[config.mk]
export PLATFORM = sky130hd
export DESIGN_NAME = exponent_add_pipe
export DESIGN_NICKNAME = d
export VERILOG_FILES = /design/src/rtl/exponent_add_pipe.sv
export SDC_FILE = /design/constraint.sdc
export NUM_CORES = 1
export LEC_CHECK = 0
export ABC_CLOCK_PERIOD_IN_PS = 1400
export CAP_MARGIN = 20
export CELL_PAD_IN_SITES_DETAIL_PLACEMENT = 0
export CELL_PAD_IN_SITES_GLOBAL_PLACEMENT = 2
export CORE_ASPECT_RATIO = 0.5
export CORE_UTILIZATION = 24
export DETAILED_ROUTE_END_ITERATION = 7
export GPL_ROUTABILITY_DRIVEN = 0
export GPL_TIMING_DRIVEN = 0
export PLACE_DENSITY_LB_ADDON = 0.1
export REMOVE_ABC_BUFFERS = 1
export SETUP_SLACK_MARGIN = 0.5
export SLEW_MARGIN = 10
export SYNTH_ARGS = -nofsm -noshare
export SYNTH_HDL_FRONTEND = slang
export SYNTH_SLANG_ARGS = --single-unit
[constraint.sdc]
create_clock -name clk -period 1.4 [get_ports clk]
set_input_delay 0.21 -clock clk [delete_from_list [all_inputs] [get_ports clk]]
set_output_delay 0.21 -clock clk [all_outputs]
set_load 0.05 [all_outputs]
[src/rtl/exponent_add_pipe.sv]
`default_nettype none
// ============================================================================
// Module   : exponent_add_pipe
// Purpose  : Pipelined FP-multiplier exponent adder with range and special-
//            operand classification behind a valid/ready register chain.
// Revision : 1.0 - initial release
// ============================================================================
module exponent_add_pipe #(
    parameter int EXP_W    = 8,
    parameter int BIAS     = 127,
    parameter int STAGES   = 1,
    parameter int SATURATE = 1
) (
    input  logic             clk,
    input  logic             resetn,
    input  logic             in_valid,
    output logic             in_ready,
    input  logic [EXP_W-1:0] exp_a,
    input  logic [EXP_W-1:0] exp_b,
    input  logic             inc_exp,
    output logic             out_valid,
    input  logic             out_ready,
    output logic [EXP_W-1:0] exp_out,
    output logic             overflow,
    output logic             underflow,
    output logic             zero_in,
    output logic             special_in
);

    localparam int DW = EXP_W + 4;
    localparam logic [EXP_W-1:0]        c_MAXE   = {EXP_W{1'b1}};
    localparam logic signed [EXP_W+1:0] c_MAXE_S = $signed({2'b00, {EXP_W{1'b1}}});
    localparam logic signed [EXP_W+1:0] c_BIAS   = (EXP_W+2)'(BIAS);

    logic signed [EXP_W+1:0] w_raw;
    logic [EXP_W-1:0]        w_exp;
    logic                    w_ovf;
    logic                    w_unf;
    logic                    w_zero;
    logic                    w_spec;
    logic [DW-1:0]           w_cls;
    logic [STAGES-1:0]       w_load;
    logic                    w_full;

    logic [STAGES-1:0]       r_valid;
    logic [DW-1:0]           r_data [STAGES];

    // Two guard bits keep the sum of two max exponents plus carry from wrapping.
    assign w_raw = $signed({2'b00, exp_a}) + $signed({2'b00, exp_b})
                 + $signed({{(EXP_W+1){1'b0}}, inc_exp}) - c_BIAS;

    always_comb begin
        w_exp  = w_raw[EXP_W-1:0];
        w_ovf  = 1'b0;
        w_unf  = 1'b0;
        w_zero = 1'b0;
        w_spec = 1'b0;
        if (exp_a == c_MAXE || exp_b == c_MAXE) begin
            w_spec = 1'b1;
            w_exp  = c_MAXE;
        end else if (exp_a == '0 || exp_b == '0) begin
            w_zero = 1'b1;
            w_exp  = '0;
        end else if (w_raw >= c_MAXE_S) begin
            w_ovf = 1'b1;
            if (SATURATE != 0) w_exp = c_MAXE - 1'b1;
        end else if (w_raw <= 0) begin
            w_unf = 1'b1;
            if (SATURATE != 0) w_exp = '0;
        end
        w_cls = {w_exp, w_ovf, w_unf, w_zero, w_spec};
    end

    // A stage may load unless it and every stage after it are full while the
    // output is stalled, so bubbles anywhere in the chain are absorbed.
    always_comb begin
        w_load = '0;
        w_full = 1'b1;
        for (int i = STAGES - 1; i >= 0; i--) begin
            w_full    = w_full & r_valid[i];
            w_load[i] = out_ready | ~w_full;
        end
    end

    always_ff @(posedge clk or negedge resetn) begin
        if (!resetn) begin
            r_valid <= '0;
            for (int i = 0; i < STAGES; i++) r_data[i] <= '0;
        end else begin
            if (w_load[0]) begin
                r_valid[0] <= in_valid;
                r_data[0]  <= w_cls;
            end
            for (int i = 1; i < STAGES; i++) begin
                if (w_load[i]) begin
                    r_valid[i] <= r_valid[i-1];
                    r_data[i]  <= r_data[i-1];
                end
            end
        end
    end

    assign in_ready  = w_load[0];
    assign out_valid = r_valid[STAGES-1];
    assign {exp_out, overflow, underflow, zero_in, special_in} = r_data[STAGES-1];

endmodule
`default_nettype wire

==> Implementation_results.wiki <==
{| class="wikitable"
! Metric !! Value
|-
| Final Hold Fails || 0
|-
| Combinational power share || 0.630
|-
| Internal power contribution || 1.29 mW
|-
| Crit Path Class || input port to flop
|-
| Final ANT Viol Nets || 0
|-
| Die Ht || slightly above 50 um
|-
| Clock latency on the worst-skew pair || 0.24 ns
|-
| Result of the run || finished, violations left
|-
| Sequential group share of total power || 0.221
|-
| CTS Buf Count || 3
|-
| Share of the synthesized area in the top cell type || 0.276
|-
| Seq/Total Area, Yosys || 0.276
|-
| Violated checks || negative setup slack
|-
| DRC viols || 0
|-
| Cell area after synthesis || about 1200 um2
|-
| Category of the worst setup path capture point || flop
|-
| Final cell count without fillers || roughly 260
|-
| Area leader, netlist || sky130_fd_sc_hd__dfrtp_1
|-
| Count of distinct cell types in the synthesized netlist || 41
|-
| Fraction of final layout cells sized beyond drive strength 1 || 0.594
|-
| Sw Pwr || around 0.91 mW
|-
| Max-cap violations || 0
|-
| Switching power share of the total || 0.415
|-
| Initial antenna violation count || 0
|-
| Startpoint kind of the worst setup timing path || input port
|-
| Global-route usage over all layers || 0.146
|-
| Type of the worst min-delay path || input port to async pin
|-
| Core area || about 4600 um2
|-
| Clk slew on worst S/H paths || approximately 0.05 ns
|-
| Setup violation total in the final timing report || 10
|-
| Die Area || between 5000 and 6000 um2
|-
| Routed via count || 1196
|-
| Final-layout setup total negative slack || -6.85 ns
|-
| Routed wirelength normalized by instance count || 13.5 um
|-
| Maximum operating frequency || 467 MHz
|-
| Count of standard-cell rows || 17
|-
| Half-perimeter wire length of the detailed placement result || approximately 2.6 mm
|-
| Maximum clock skew at final layout || 0.00178 ns
|-
| Worst relative slew slack || 0.604
|-
| Initial DRT Pass Iterations || 4
|-
| Async SR Flop Fraction || 1.00
|-
| Floorplan die width || 101 um
|-
| Worst vdd ir || 417 uV
|-
| Final WS setup || -0.743 ns
|-
| Number of vias per cell after detailed routing || 4.55
|-
| Number of diodes added for antenna fixing || 0
|-
| # clock sinks || 13
|-
| Number of placed cells counting well taps || about 230
|-
| Detailed-route wire length || approximately 3.6 mm
|-
| Via count of the first global-routing pass || between 1000 and 1500
|-
| Worst slew pin tran || between 0.5 and 0.6 ns
|-
| Shortest period the worst path allows || 2.14 ns
|-
| Leftover overflow at the end of global routing || 0
|-
| Post-Syn Instances || around 140
|-
| Final net count || roughly 240
|-
| Dominant synthesized flop cell || sky130_fd_sc_hd__dfrtp_1
|-
| Number of max-slew violations in the final report || 0
|-
| Ports placed on the boundary || 35
|-
| Setup repair after global routing missed its margin || yes
|-
| Leading cell types by total area after synthesis || sky130_fd_sc_hd__dfrtp_1 28%, sky130_fd_sc_hd__ha_1 17%, sky130_fd_sc_hd__nor2_1 6.0%
|-
| Total power per unit cell area || between 900 and 1000 nW/um2
|-
| Highest net fanout along the worst path || 3
|-
| Count of state elements after synthesis || 13
|-
| Post-synthesis to final-layout area growth || 87.6%
|-
| CTS tree || yes
|-
| # fillers || around 470
|-
| Violation count after the first detailed-route iteration || 18
|-
| Maximum number of pins on one net before global-route repair || 14
|-
| CTS H-tree depth || 1
|-
| Final worst-path cycle share || 1.53
|-
| Count of flip-flops with a built-in enable after synthesis || 0
|-
| Number of port buffers || 34
|-
| Cell leakage power || 0.920 nW
|-
| First-pass GRT wire length || around 5.8 mm
|-
| Clock Power Share || 0.149
|-
| Crit path DAT || ~2.3 ns
|-
| Effective utilization at floorplan || 0.259
|-
| CTS Root Buffer Type || sky130_fd_sc_hd__clkbuf_8
|-
| Mapped Avg Cell Area || a little under 9 um2
|-
| Number of warnings printed during yosys synthesis || 0
|-
| Worst path required time || ~1.5 ns
|-
| Maximum number of buffers from clock root to sink || 2
|}
## synthesized netlist by cell type (4+ instances only)
| cell type | number |
|---|---|
| sky130_fd_sc_hd__a21oi_1 | 7 |
| sky130_fd_sc_hd__dfrtp_1 | 13 |
| sky130_fd_sc_hd__ha_1 | 16 |
| sky130_fd_sc_hd__nand2_1 | 9 |
| sky130_fd_sc_hd__nor4_1 | 5 |
| sky130_fd_sc_hd__nor2_1 | 19 |
| sky130_fd_sc_hd__nand4_1 | 5 |
| sky130_fd_sc_hd__o21bai_1 | 4 |
| sky130_fd_sc_hd__inv_1 | 13 |
| sky130_fd_sc_hd__xor2_1 | 5 |
## what timing repair did
| action | in CTS | in global routing |
|---|---|---|
| gates cloned | 1 | 0 |
| setup buffers | 21 | 5 |
| hold buffers | 0 | 0 |
| resized for setup | 227 | 11 |
| pin swaps | 36 | 11 |
| endpoints found under the setup margin | 27 | 27 |
## metal layers
layer | global-route usage | up-vias | part of all wire | routed length (um)
li1 | - | 605 | - | -
met1 | 0.208 | 551 | 0.53 | 1870
met2 | 0.230 | 38 | 0.42 | 1480
met3 | 0.0188 | 2 | 0.050 | 178
met4 | 0.0435 | 0 | 0.0053 | 19
met5 | 0 | - | 0 | 0
## power groups by stage
| stage | registers, mW | clock network (mW) | logic [mW] |
|---|---|---|---|
| 2_1_floorplan | 0.707 | 0 | 0.395 |
| 3_3_place_gp | 0.482 | 0 | 0.929 |
| 3_5_place_dp | 0.483 | 0 | 0.929 |
| 4_1_cts | 0.488 | 0.336 | 1.31 |
| 5_1_grt | 0.495 | 0.361 | 1.49 |
| 6_report | 0.486 | 0.329 | 1.39 |
## cell usage in the layout, fill, tap and decap left out, types with 7 or more instances in the layout
master and n:
sky130_fd_sc_hd__a21oi_2 7, sky130_fd_sc_hd__buf_2 8, sky130_fd_sc_hd__buf_4 22, sky130_fd_sc_hd__buf_6 17
sky130_fd_sc_hd__dfrtp_1 13, sky130_fd_sc_hd__ha_4 12, sky130_fd_sc_hd__inv_1 7, sky130_fd_sc_hd__nand2_1 8
sky130_fd_sc_hd__nor2_1 16
## registers in the layout, summed over array words and instances (netlist names)
register / count
r_data: 12
out_valid: 1
## cells by family (layout without fill, tap and decap cells)
logic type      after synthesis  after routing  synth area share
fa+ha+maj                    17             17             0.187
buf+inv                      16             77            0.0573
compound gates               32             32             0.209
flops                        13             13             0.276
simple gates                 49             50             0.199
xor+xnor                      8              8            0.0721
## final timing paths
kind                       cells past startpoint  startpoint  slack [ns]    endpoint
max in group asynchronous                      1      resetn        0.67   r_data[9]
min reg2reg                                    2   r_data[4]        0.55   r_data[4]
min                                            1      resetn        0.35  r_data[10]
min in group clk                               6    exp_b[7]        0.47   r_data[1]
max reg2reg                                    5   out_valid       -0.04  r_data[11]
max                                           13    exp_a[0]       -0.74   r_data[4]
## stage by stage
step | setup slack [ns] | area, um2 | util | total power, mW | hold WS (ns)
floorplan | -1.02 | 1160 | - | 1.10 | -0.0856
global placement | -1.82 | 1580 | 0.348 | 1.41 | 0.455
detailed placement | -1.85 | 1580 | 0.348 | 1.41 | 0.466
CTS | -0.813 | 2130 | 0.469 | 2.13 | 0.373
global route | -0.838 | 2210 | 0.486 | 2.34 | 0.400
finish | -0.743 | 2210 | 0.486 | 2.20 | 0.350
## cell type report
type	instances	area, um2	area share
clock buffers	4	45.0	0.0204
well taps	66	82.6	0.0373
flip-flops and latches	13	325	0.147
repair buffers	60	546	0.246
inverters	13	58.8	0.0266
multi-input cells	107	1160	0.522
## worst max-delay path: stages
cell and delay (ns):
sky130_fd_sc_hd__buf_8 0.10, sky130_fd_sc_hd__inv_4 0.05, sky130_fd_sc_hd__ha_4 0.18, sky130_fd_sc_hd__inv_2 0.06, sky130_fd_sc_hd__ha_4 0.13, sky130_fd_sc_hd__inv_2 0.03, sky130_fd_sc_hd__fa_2 0.33, sky130_fd_sc_hd__nand2b_4 0.15
sky130_fd_sc_hd__a21oi_4 0.22, sky130_fd_sc_hd__xor2_2 0.19, sky130_fd_sc_hd__nand4_1 0.16, sky130_fd_sc_hd__o31ai_4 0.31, sky130_fd_sc_hd__o32ai_2 0.12
(Power assumes the default switching activity.)
